`config.mk`:
```
export PLATFORM = sky130hd
export DESIGN_NAME = ex_stage
export DESIGN_NICKNAME = d
export VERILOG_FILES = /design/src/rtl/ex_stage.sv
export SDC_FILE = /design/constraint.sdc
export NUM_CORES = 1
export LEC_CHECK = 0
export CAP_MARGIN = 15
export CELL_PAD_IN_SITES_DETAIL_PLACEMENT = 0
export CELL_PAD_IN_SITES_GLOBAL_PLACEMENT = 1
export CORE_ASPECT_RATIO = 0.9
export CORE_MARGIN = 4
export CORE_UTILIZATION = 39
export DETAILED_ROUTE_END_ITERATION = 10
export PLACE_DENSITY_LB_ADDON = 0.2
export SETUP_SLACK_MARGIN = 0.3
export SYNTH_ARGS = -nofsm -noshare
export SYNTH_HDL_FRONTEND = slang
export SYNTH_SLANG_ARGS = --single-unit
```
`constraint.sdc`:
```
create_clock -name clk -period 4 [get_ports clk]
set_input_delay 0.8 -clock clk [delete_from_list [all_inputs] [get_ports clk]]
set_output_delay 0.8 -clock clk [all_outputs]
set_load 0.02 [all_outputs]
```
`src/rtl/ex_stage.sv`:
```
// ex_stage: registered ALU execute stage with valid/ready handshake; ALU_SLT_EN adds signed set-less-than (0111).
module ex_stage (
  input  logic        clk,
  input  logic        rst,
  input  logic        flush,
  input  logic        in_valid,
  output logic        in_ready,
  input  logic [3:0]  alu_ctrl,
  input  logic [31:0] op_a,
  input  logic [31:0] op_b,
  input  logic [4:0]  rd,
  input  logic        reg_write,
  output logic        out_valid,
  input  logic        out_ready,
  output logic [31:0] result,
  output logic        zero,
  output logic [4:0]  out_rd,
  output logic        out_reg_write,
  output logic        illegal,
  output logic [15:0] op_count
);
`ifdef ALU_SLT_EN
  localparam bit SLT_EN = 1'b1;
`else
  localparam bit SLT_EN = 1'b0;
`endif
  logic        out_valid_q, out_valid_d, zero_q, zero_d, rw_q, rw_d, illegal_q, illegal_d;
  logic [31:0] result_q, result_d, alu_res;
  logic [4:0]  rd_q, rd_d;
  logic [15:0] cnt_q, cnt_d;
  logic        accept, xfer, is_add, is_sub, is_and, is_or, is_slt, legal;
  always_comb begin
    is_add   = alu_ctrl == 4'b0010;
    is_sub   = alu_ctrl == 4'b0110;
    is_and   = alu_ctrl == 4'b0000;
    is_or    = alu_ctrl == 4'b0001;
    is_slt   = SLT_EN && alu_ctrl == 4'b0111;
    legal    = is_add || is_sub || is_and || is_or || is_slt;
    alu_res  = is_add ? op_a + op_b :
               is_sub ? op_a - op_b :
               is_and ? op_a & op_b :
               is_or  ? op_a | op_b :
               is_slt ? {31'd0, $signed(op_a) < $signed(op_b)} : 32'd0;
    in_ready = !out_valid_q || out_ready;
    accept   = in_valid && in_ready && !flush;
    xfer     = out_valid_q && out_ready;
    out_valid_d = accept ? 1'b1 : (xfer || flush) ? 1'b0 : out_valid_q;
    result_d    = accept ? alu_res : result_q;
    zero_d      = accept ? alu_res == 32'd0 : zero_q;
    rd_d        = accept ? rd : rd_q;
    rw_d        = accept ? reg_write && legal : rw_q;
    illegal_d   = accept ? !legal : illegal_q;
    cnt_d       = cnt_q + {15'd0, xfer};
  end
  always_ff @(posedge clk) begin
    if (rst) begin
      out_valid_q <= 1'b0;
      result_q    <= 32'd0;
      zero_q      <= 1'b0;
      rd_q        <= 5'd0;
      rw_q        <= 1'b0;
      illegal_q   <= 1'b0;
      cnt_q       <= 16'd0;
    end else begin
      out_valid_q <= out_valid_d;
      result_q    <= result_d;
      zero_q      <= zero_d;
      rd_q        <= rd_d;
      rw_q        <= rw_d;
      illegal_q   <= illegal_d;
      cnt_q       <= cnt_d;
    end
  end
  assign out_valid     = out_valid_q;
  assign result        = result_q;
  assign zero          = zero_q;
  assign out_rd        = rd_q;
  assign out_reg_write = rw_q;
  assign illegal       = illegal_q;
  assign op_count      = cnt_q;
endmodule

```
==> impl_metrics.yaml, run 1 <==
yosys:
  synth_cells: 1034
  yosysWarnings: 0
  synthFlopType: "dfxtp_1"
  synth_cell_types: 72
  avgSynthCellArea_um2: 7.051
  synth-seq-cells: 57
  synth_top_cell_area_share_pct: 16.65
  synth_top_area_cell: "ha_1"
  syn_area_mm2: 0.007291
  synth_nets: 1212
  seq_area_frac_synth_pct: 15.65
  synthTopCellsByArea: "ha_1 17%, dfxtp_1 16%, a21oi_1 6.1%"
  async_flop_share_pct: 0
  synth_edf_count: 0
timing:
  layout_worst_path_cycle_share_pct: 90.81
  fin_crit_ns: 3.632
  finalClockSkew_ns: 0.005992
  finalWorstSetupSlack_ns: 0.3678
  fmax_ghz: 0.2753
  finalHoldViolCount: 0
  slew_violations: 0
  max_slew_margin_pct: 54.59
  rsz0062_at_grt: "yes"
  tightest_slew_ns: 0.6622
  hold_ws_ns: 0.4526
  setup_viol: 0
placement:
  dp_slack_ns: -0.4971
  dp.cells: 1579
  dp_hpwl_mm: 22.06
  dpl_cell_area_mm2: 0.01041
  portBuffers: 136
  gp_congestion: 0.9538
hold_path:
  hp-class: "flip-flop to flip-flop"
cts:
  cts-root-buf: "clkbuf_16"
  clk_latency_ns: 0.32
  path_clk_slew_ns: 0.05
  cts_sinks: 57
  cts_buffers: 9
  tritoncts: "yes"
  h-tree-depth: 3
  clockBufferDepth: 2
  postCtsHoldBufs: 0
worst_setup_path:
  crit_type: "primary input to flip-flop"
  start_kind: "primary input"
  crit_top_cell: "buf_4"
  critical-path-max-stage-delay_ns: 0.47
  required_ns: 4.26
  endpoint_kind: "flip-flop"
  worst-path-max-fanout: 6
  critPathSlowestCell: "clkdlybuf4s50_1"
  arrival_ns: 3.89
  cp_cell_sequence: "clkdlybuf4s50_1 > inv_1 > ha_4 > or4_4 > a2111oi_2 > o311ai_1 > buf_4 > a31oi_4 > a21oi_2 > mux2i_2 > buf_4 > a2111oi_4 > o2111ai_2 > o21ai_1"
floorplanning:
  core_mm2: 0.01841
  die_area_mm2: 0.02095
  die_y_um: 137.7
  rows: 47
  dieWidth_um: 152.1
  start_util_pct: 39.61
  io_pins: 137
layout:
  final_common_cell: "buf_4"
  final_cell_count_no_fill: 1617
  n_antenna_cell: 0
  final_nets: 1546
  syn2layout_area_growth_pct: 60.68
  fin_area_mm2: 0.01172
  final_cell_mix: "239 x buf_4, 115 x clkdlybuf4s50_1, 108 x nor2_1"
  final_util_pct: 63.65
  layout-drive-gt1-share_pct: 30.83
global_route:
  grt_max_degree: 62
  first_global_vias: 8286
  grt_overflow: 0
  track_usage_pct: 25.79
  grt_pass1_wl_mm: 44.08
  antenna_found_initial: 0
drt:
  vias_per_cell: 5.495
  drt-initial-drc-count: 661
  dr.pass1.iters: 5
  wl_per_cell_um: 17.64
  finalWirelength_mm: 28.53
  vias: 8886
  drcViolationCount: 0
  ant_nets: 0
power_and_ir_drop:
  power_leakage_nw: 5.192
  p_int_mw: 1.768
  p_switching_mw: 0.9874
  seqPwrFrac_pct: 22.1
  p_per_area_mw_per_mm2: 235.2
  peakVddDrop_v: 0.0002217
  power.share.switching_pct: 35.84
  combPwrFrac_pct: 50.5
  p_clk_share_pct: 27.4
status:
  status: "completed"
flow_run:
  maxCapViolCount: 0
-- per-stage QoR --
stage | power, mW | TNS [ns]
floorplan | 1.235 | 0
global placement | 1.813 | -1.806
detailed placement | 1.817 | -2.201
CTS | 2.654 | 0
global route | 2.900 | 0
finish | 2.755 | 0
-- critical path, delay by kind of cell --
kind,cells,cell delay [ns]
AOI/OAI and AO/OA,7,1.31
buffers and inverters,4,0.87
and+or+nand+nor,1,0.46
adders and majority gates,1,0.27
muxes,1,0.16
-- sequential cells by signal (all words and copies together) (netlist names) --
| register | cells |
|---|---|
| out_valid | 1 |
| illegal | 1 |
| out_rd | 5 |
| result | 32 |
| out_reg_write | 1 |
| zero | 1 |
| op_count | 16 |
-- kinds of logic (layout without fill, tap and decap cells) --
| group | after synthesis | in the layout | share of synthesized area (%) |
|---|---|---|---|
| compound gates | 309 | 309 | 28.20 |
| xor+xnor | 34 | 34 | 4.084 |
| fa+ha+maj | 99 | 99 | 17.20 |
| buf+inv | 173 | 511 | 9.164 |
| flops | 57 | 57 | 15.65 |
| mux | 26 | 26 | 3.570 |
| simple gates | 336 | 336 | 22.14 |
-- path summary, 6_finish.rpt --
path	startpoint	to	cells past startpoint	slack (ns)
hold / removal	out_rd[2]	out_rd[2]	2	0.45
setup / recovery	op_a[9]	zero	14	0.37
setup reg to reg	op_count[3]	op_count[14]	8	2.09
hold reg to reg	out_rd[2]	out_rd[2]	2	0.45
-- Yosys cell counts, types with 14 or more instances --
cell type and instances:
o31ai_1 14, a211oi_1 43, mux2i_1 26, and3_1 14, xor2_1 14, nor2_1 111
nand2_1 64, ha_1 97, o21ai_0 42, clkbuf_1 42, inv_1 104, nand3_1 44
nor3_1 28, xnor2_1 20, a21oi_1 89, dfxtp_1 57
-- power groups by stage --
stage | Combinational (mW) | Sequential, mW | Clock, mW
after global routing | 1.50 | 0.610 | 0.792
after global placement | 1.20 | 0.618 | 0
final | 1.39 | 0.608 | 0.756
after CTS | 1.28 | 0.608 | 0.764
after detailed placement | 1.20 | 0.619 | 0
after floorplan | 0.587 | 0.647 | 0
-- layout make-up --
type | count | area, um2
inverter | 112 | 422.9
fill | 1679 | 6691
timing repair buffer | 384 | 3254
clock buffer | 12 | 256.5
multi-input combinational | 804 | 6294
sequential | 57 | 1141
tap | 245 | 306.5
clock inverter | 3 | 40.04
-- per-layer routing --
metal,GRT usage (%),wire length (um)
met2,41.26,12650
met1,36.00,13400
met4,6.490,563
met5,0,0
met3,4.742,1914
-- timing repair --
item | CTS | global route
setup endpoints to repair | 11 | 11
gates cloned | 0 | 0
setup buffers | 13 | 10
pin swaps | 30 | 50
resized for setup | 102 | 111
Power figures use the tool's default switching activity.
==> inputs of run 2 (changes only) <==
--- a/config.mk
+++ b/config.mk
@@ -10,7 +10,8 @@
 export CELL_PAD_IN_SITES_GLOBAL_PLACEMENT = 1
 export CORE_ASPECT_RATIO = 0.9
 export CORE_MARGIN = 4
-export CORE_UTILIZATION = 39
+export CORE_UTILIZATION = 30
+export CTS_CLUSTER_SIZE = 24
 export DETAILED_ROUTE_END_ITERATION = 10
 export PLACE_DENSITY_LB_ADDON = 0.2
 export SETUP_SLACK_MARGIN = 0.3
==> run 2 against run 1 <==
  * Critical path depth up 1
  * Non-clock buffer count rose by 23
  * Flip-flop and latch count unchanged
  * Clock power increased by 11%
  * Count of clock-buffer cells in the layout unchanged
  * Combinational power is 4% higher
  * Clock skew down 0.00058 ns
  * Sequential power hardly changed
  * Cell area increased by 3.5%
  * Global-route usage decreased by 4.7 points
  * Die area rose by 28%
  * Critical path type unchanged
==> impl_metrics.yaml, run 2 (synthesis gave the netlist of run 1 again) <==
status:
  status: "completed"
layout:
  final_util_pct: 51.37
  largest_reg_flops: 32
  final_nets: 1569
  final_cell_mix: "268 x buf_4, 105 x nor2_1, 99 x clkdlybuf4s50_1"
  fin_area_mm2: 0.01213
  final_common_cell: "buf_4"
  n_antenna_cell: 0
  syn2layout_area_growth_pct: 66.35
  layout-drive-gt1-share_pct: 33.81
power_and_ir_drop:
  combPwrFrac_pct: 49.9
  peakVddDrop_v: 0.0002072
  p_per_area_mw_per_mm2: 238.5
  total_power_mw: 2.893
  power_leakage_nw: 5.403
  p_switching_mw: 1.035
  p_clk_share_pct: 29.1
  seqPwrFrac_pct: 21.0
  p_int_mw: 1.858
  power.share.switching_pct: 35.77
cts:
  cts-root-buf: "clkbuf_16"
  cts_buffers: 9
  path_clk_slew_ns: 0.05
  clockBufferDepth: 2
  h-tree-depth: 3
  clk_latency_ns: 0.32
  cts_sinks: 57
  tritoncts: "yes"
  postCtsHoldBufs: 0
drt:
  dr.pass1.iters: 7
  ant_nets: 0
  wl_per_cell_um: 17.80
  drcViolationCount: 0
  vias: 8818
  vias_per_cell: 5.193
  drt-initial-drc-count: 620
  finalWirelength_mm: 30.23
timing:
  rsz0062_at_grt: "yes"
  finalHoldViolCount: 0
  setup_viol: 0
  tns_ns: 0
  finalClockSkew_ns: 0.005408
  tightest_slew_ns: 0.6548
  fmax_ghz: 0.2772
  slew_violations: 0
  max_slew_margin_pct: 55.94
  finalWorstSetupSlack_ns: 0.3920
  layout_worst_path_cycle_share_pct: 90.20
  fin_crit_ns: 3.608
floorplanning:
  dieWidth_um: 172.3
  core_mm2: 0.02361
  io_pins: 137
  die_area_mm2: 0.02686
  start_util_pct: 30.88
  die_y_um: 155.9
  rows: 53
worst_setup_path:
  arrival_ns: 3.86
  crit_start: "op_a[0]"
  start_kind: "primary input"
  critPathSlowestCell: "or4_4"
  endpoint_kind: "flip-flop"
  worst-path-max-fanout: 2
  crit_type: "primary input to flip-flop"
  critical-path-top-delay-family: "simple AND/OR/NAND/NOR gates"
  reg2reg_from: "op_count[4]"
  cp_cell_sequence: "buf_2 > inv_2 > ha_4 > fa_2 > o21ba_4 > or4_4 > o211a_4 > o311ai_4 > o31ai_2 > xnor2_1 > o21ai_1 > or4_4 > nor4_4 > nand4_1 > o21ai_1"
  critPathBufInv: 2
  critical-path-max-stage-delay_ns: 0.44
  required_ns: 4.26
placement:
  dp_slack_ns: -0.5076
  gp_congestion: 0.8897
  dpl_cell_area_mm2: 0.01065
  portBuffers: 136
  dp_hpwl_mm: 23.54
global_route:
  antenna_found_initial: 0
  grt_max_degree: 62
  track_usage_pct: 21.13
  grt_pass1_wl_mm: 45.61
  first_global_vias: 8451
  grt_overflow: 0
flow_run:
  maxCapViolCount: 0
hold_path:
  worstHoldStart: "out_rd[2]"
  hp-class: "flip-flop to flip-flop"
==> run 2: cell count changes in the layout (fill, tap and decap cells not counted), sizes merged <==
cell / before / now
clkinvlp: 0 / 2
dlymetal6s2s: 9 / 24
clkinv: 2 / 0
dlygate4sd2: 4 / 8
clkbuf: 15 / 13
buf: 253 / 275
bufinv: 1 / 2
clkdlybuf4s50: 115 / 99
==> run 2: power groups by stage <==
stage	combinational (mW)	clock, mW	sequential, mW
after CTS	1.33	0.862	0.608
final	1.44	0.841	0.608
after global placement	1.23	0	0.619
after detailed placement	1.24	0	0.620
after floorplan	0.587	0	0.647
after global routing	1.56	0.880	0.611
==> run 2: area by class of cell <==
| type | count | area (um2) |
|---|---|---|
| Sequential cell | 57 | 1141 |
| Clock buffer | 12 | 256.5 |
| Multi-Input combinational cell | 804 | 6416 |
| Tap cell | 302 | 377.9 |
| Timing Repair Buffer | 407 | 3441 |
| Clock inverter | 4 | 75.07 |
| Fill cell | 2339 | 11480 |
| Inverter | 112 | 420.4 |
==> run 2: through the flow <==
step | cells | hold WS, ns
3_5_place_dp | 1659 | 0.4461
3_3_place_gp | 1659 | 0.4414
6_report | 1698 | 0.4513
5_1_grt | 1698 | 0.4771
2_1_floorplan | 1034 | 0.5304
4_1_cts | 1686 | 0.4530
==> run 2: routing by layer <==
metal	vias to the layer above	share of wire, %	global-route usage (%)
met2	264	44	33.47
met3	24	5.6	2.078
met1	4132	50	31.69
met5	-	0	0
li1	4398	-	-
met4	0	1.1	3.106
==> run 2: final timing paths <==
path,cells after the start,slack [ns],endpoint
worst max-delay path,15,0.39,zero
worst min-delay path,2,0.45,out_rd[2]
worst max register to register,8,2.14,op_count[15]
worst min register to register,2,0.45,out_rd[2]
==> run 2: timing repair <==
item | CTS | global route
buffers inserted | 11 | 12
gates resized for setup | 106 | 137
pin swaps | 32 | 56
endpoints found under the setup margin | 11 | 14
==> run 2: worst register-to-register path, delay by kind of cell, from the launching register on <==
kind	cells	cell delay, ns
XOR/XNOR	1	0.16
flip-flops	1	0.39
AND/OR/NAND/NOR	7	1.17
==> inputs of run 3 (changes only) <==
--- a/config.mk
+++ b/config.mk
@@ -10,10 +10,10 @@
 export CELL_PAD_IN_SITES_GLOBAL_PLACEMENT = 1
 export CORE_ASPECT_RATIO = 0.9
 export CORE_MARGIN = 4
-export CORE_UTILIZATION = 30
+export CORE_UTILIZATION = 25
 export CTS_CLUSTER_SIZE = 24
 export DETAILED_ROUTE_END_ITERATION = 10
-export PLACE_DENSITY_LB_ADDON = 0.2
+export PLACE_DENSITY_LB_ADDON = 0.1
 export SETUP_SLACK_MARGIN = 0.3
 export SYNTH_ARGS = -nofsm -noshare
 export SYNTH_HDL_FRONTEND = slang
==> constraint.sdc (replaced) <==
create_clock -name clk -period 2.9 [get_ports clk]
set_input_delay 0.58 -clock clk [delete_from_list [all_inputs] [get_ports clk]]
set_output_delay 0.58 -clock clk [all_outputs]
set_load 0.02 [all_outputs]
==> run 3 against run 2 <==
  * The flow now finishes with violations (negative setup slack)
  * Die area up 19%
  * Cell count rose by 13%
  * Worst setup slack got worse by 0.92 ns
  * Register-to-register slack worse by 1.1 ns
  * Largest cell class unchanged
==> impl_metrics.yaml, run 3 (synthesis gave the netlist of run 1 again) <==
status:
  status: "complete, but fails checks"
  violations: "negative setup slack"
drt:
  drt-met1-wl_mm: 17.02
  vias: 9297
  maxUsedRoutingLayer: "met4"
  wl_met3_mm: 1.114
  drt-initial-drc-count: 467
  finalWirelength_mm: 33.18
  ant_nets: 0
  dr.pass1.iters: 4
  vias_per_cell: 4.862
  wl_per_cell_um: 17.35
  wl_met2_mm: 14.75
  drcViolationCount: 0
global_route:
  track_usage_pct: 19.90
  grt_overflow: 0
  antenna_found_initial: 0
  first_global_vias: 9273
  grt_pass1_wl_mm: 51.65
  grt_max_degree: 62
floorplanning:
  start_util_pct: 25.26
  rows: 59
  io_pins: 137
  die_y_um: 170.0
  core_mm2: 0.02886
  dieWidth_um: 188.0
  die_area_mm2: 0.03196
timing:
  layout_worst_path_cycle_share_pct: 118.1
  fmax_ghz: 0.2920
  hold_ws_ns: 0.4506
  max_slew_margin_pct: 50.41
  slew_violations: 0
  finalWorstSetupSlack_ns: -0.5250
  rsz0062_at_grt: "yes"
  setup_viol: 16
  finalClockSkew_ns: 0.006108
  tns_ns: -3.962
  fin_crit_ns: 3.425
  tightest_slew_ns: 0.7231
  finalHoldViolCount: 0
cts:
  postCtsHoldBufs: 0
  clk_latency_ns: 0.32
  h-tree-depth: 3
  cts_buffers: 9
  tritoncts: "yes"
  cts_sinks: 57
  cts-root-buf: "clkbuf_16"
  path_clk_slew_ns: 0.05
  clockBufferDepth: 2
layout:
  layout-drive-gt1-share_pct: 45.45
  n_antenna_cell: 0
  syn2layout_area_growth_pct: 89.36
  final_cell_count_no_fill: 1912
  final_common_cell: "buf_4"
  final_cell_mix: "346 x buf_4, 102 x nor2_1, 82 x clkdlybuf4s50_1"
  fillCellCount: 2861
  final_nets: 1689
  largest_reg_flops: 32
flow_run:
  maxCapViolCount: 0
placement:
  gp_congestion: 0.8773
  dp_hpwl_mm: 26.56
  portBuffers: 136
  dp.cells: 1835
  dp_slack_ns: -1.385
power_and_ir_drop:
  p_per_area_mw_per_mm2: 300.2
  power_leakage_nw: 5.976
  total_power_mw: 4.144
  peakVddDrop_v: 0.0002512
hold_path:
  whs_path_depth: 2
  hp-class: "flip-flop to flip-flop"
worst_setup_path:
  crit_type: "primary input to flip-flop"
  required_ns: 3.15
  reg2regPathDepth: 6
  endpoint_kind: "flip-flop"
  worst-path-max-fanout: 3
  start_kind: "primary input"
  arrival_ns: 3.67
## run 3: cell type report
cell class,count,area (um2),area share (%)
flip-flops and latches,57,1141,8.265
repair buffers,527,4418,32.00
multi-input cells,804,7019,50.84
clock inverters,6,35.03,0.2538
inverters,112,467.9,3.390
clock buffers,10,229.0,1.659
well taps,396,495.5,3.589
## run 3: report_power, final
group          leakage [nW]  switching, mW  internal [mW]
clock                 0.128          0.363          0.570
sequential            0.465         0.0200          0.819
combinational          5.38           1.19           1.18
total                  5.98           1.57           2.57
## run 3: repair_timing
action | 4_1_cts | 5_1_grt
pin swaps | 130 | 52
hold endpoints to repair | 0 | 0
setup buffers | 54 | 7
gates resized for setup | 352 | 57
endpoints found under the setup margin | 29 | 26
## run 3: worst max-delay path, cell delays in order
cell	delay (ns)
buf_8	0.07
buf_12	0.10
buf_6	0.09
ha_4	0.13
fa_2	0.21
a21oi_2	0.07
nand4b_1	0.27
buf_4	0.22
a2111oi_4	0.44
buf_4	0.18
o31ai_2	0.05
a21boi_2	0.17
xnor2_2	0.14
a21oi_2	0.17
buf_4	0.15
o2111ai_4	0.12
nor4_4	0.24
nand4_1	0.12
o21ai_1	0.13
## run 3: final timing paths
kind	startpoint	endpoint	slack, ns
worst max-delay path	op_a[0]	zero	-0.53
worst min-delay path	out_rd[4]	out_rd[4]	0.45
worst max register to register	out_valid	result[11]	1.02
worst min register to register	out_rd[4]	out_rd[4]	0.45
## run 3: per-layer routing
metal  track usage (%)  vias to the layer above
met3             1.866                       20
li1                  -                     4638
met1             29.47                     4453
met5                 0                        -
met4             2.936                        0
met2             32.06                      186
## run 3: per-stage QoR
stage / area, um2 / utilization [%]
after global routing: 13810 / 47.83
after floorplan: 7691 / -
after global placement: 11770 / 40.78
after detailed placement: 11770 / 40.78
final: 13810 / 47.83
after CTS: 13480 / 46.70
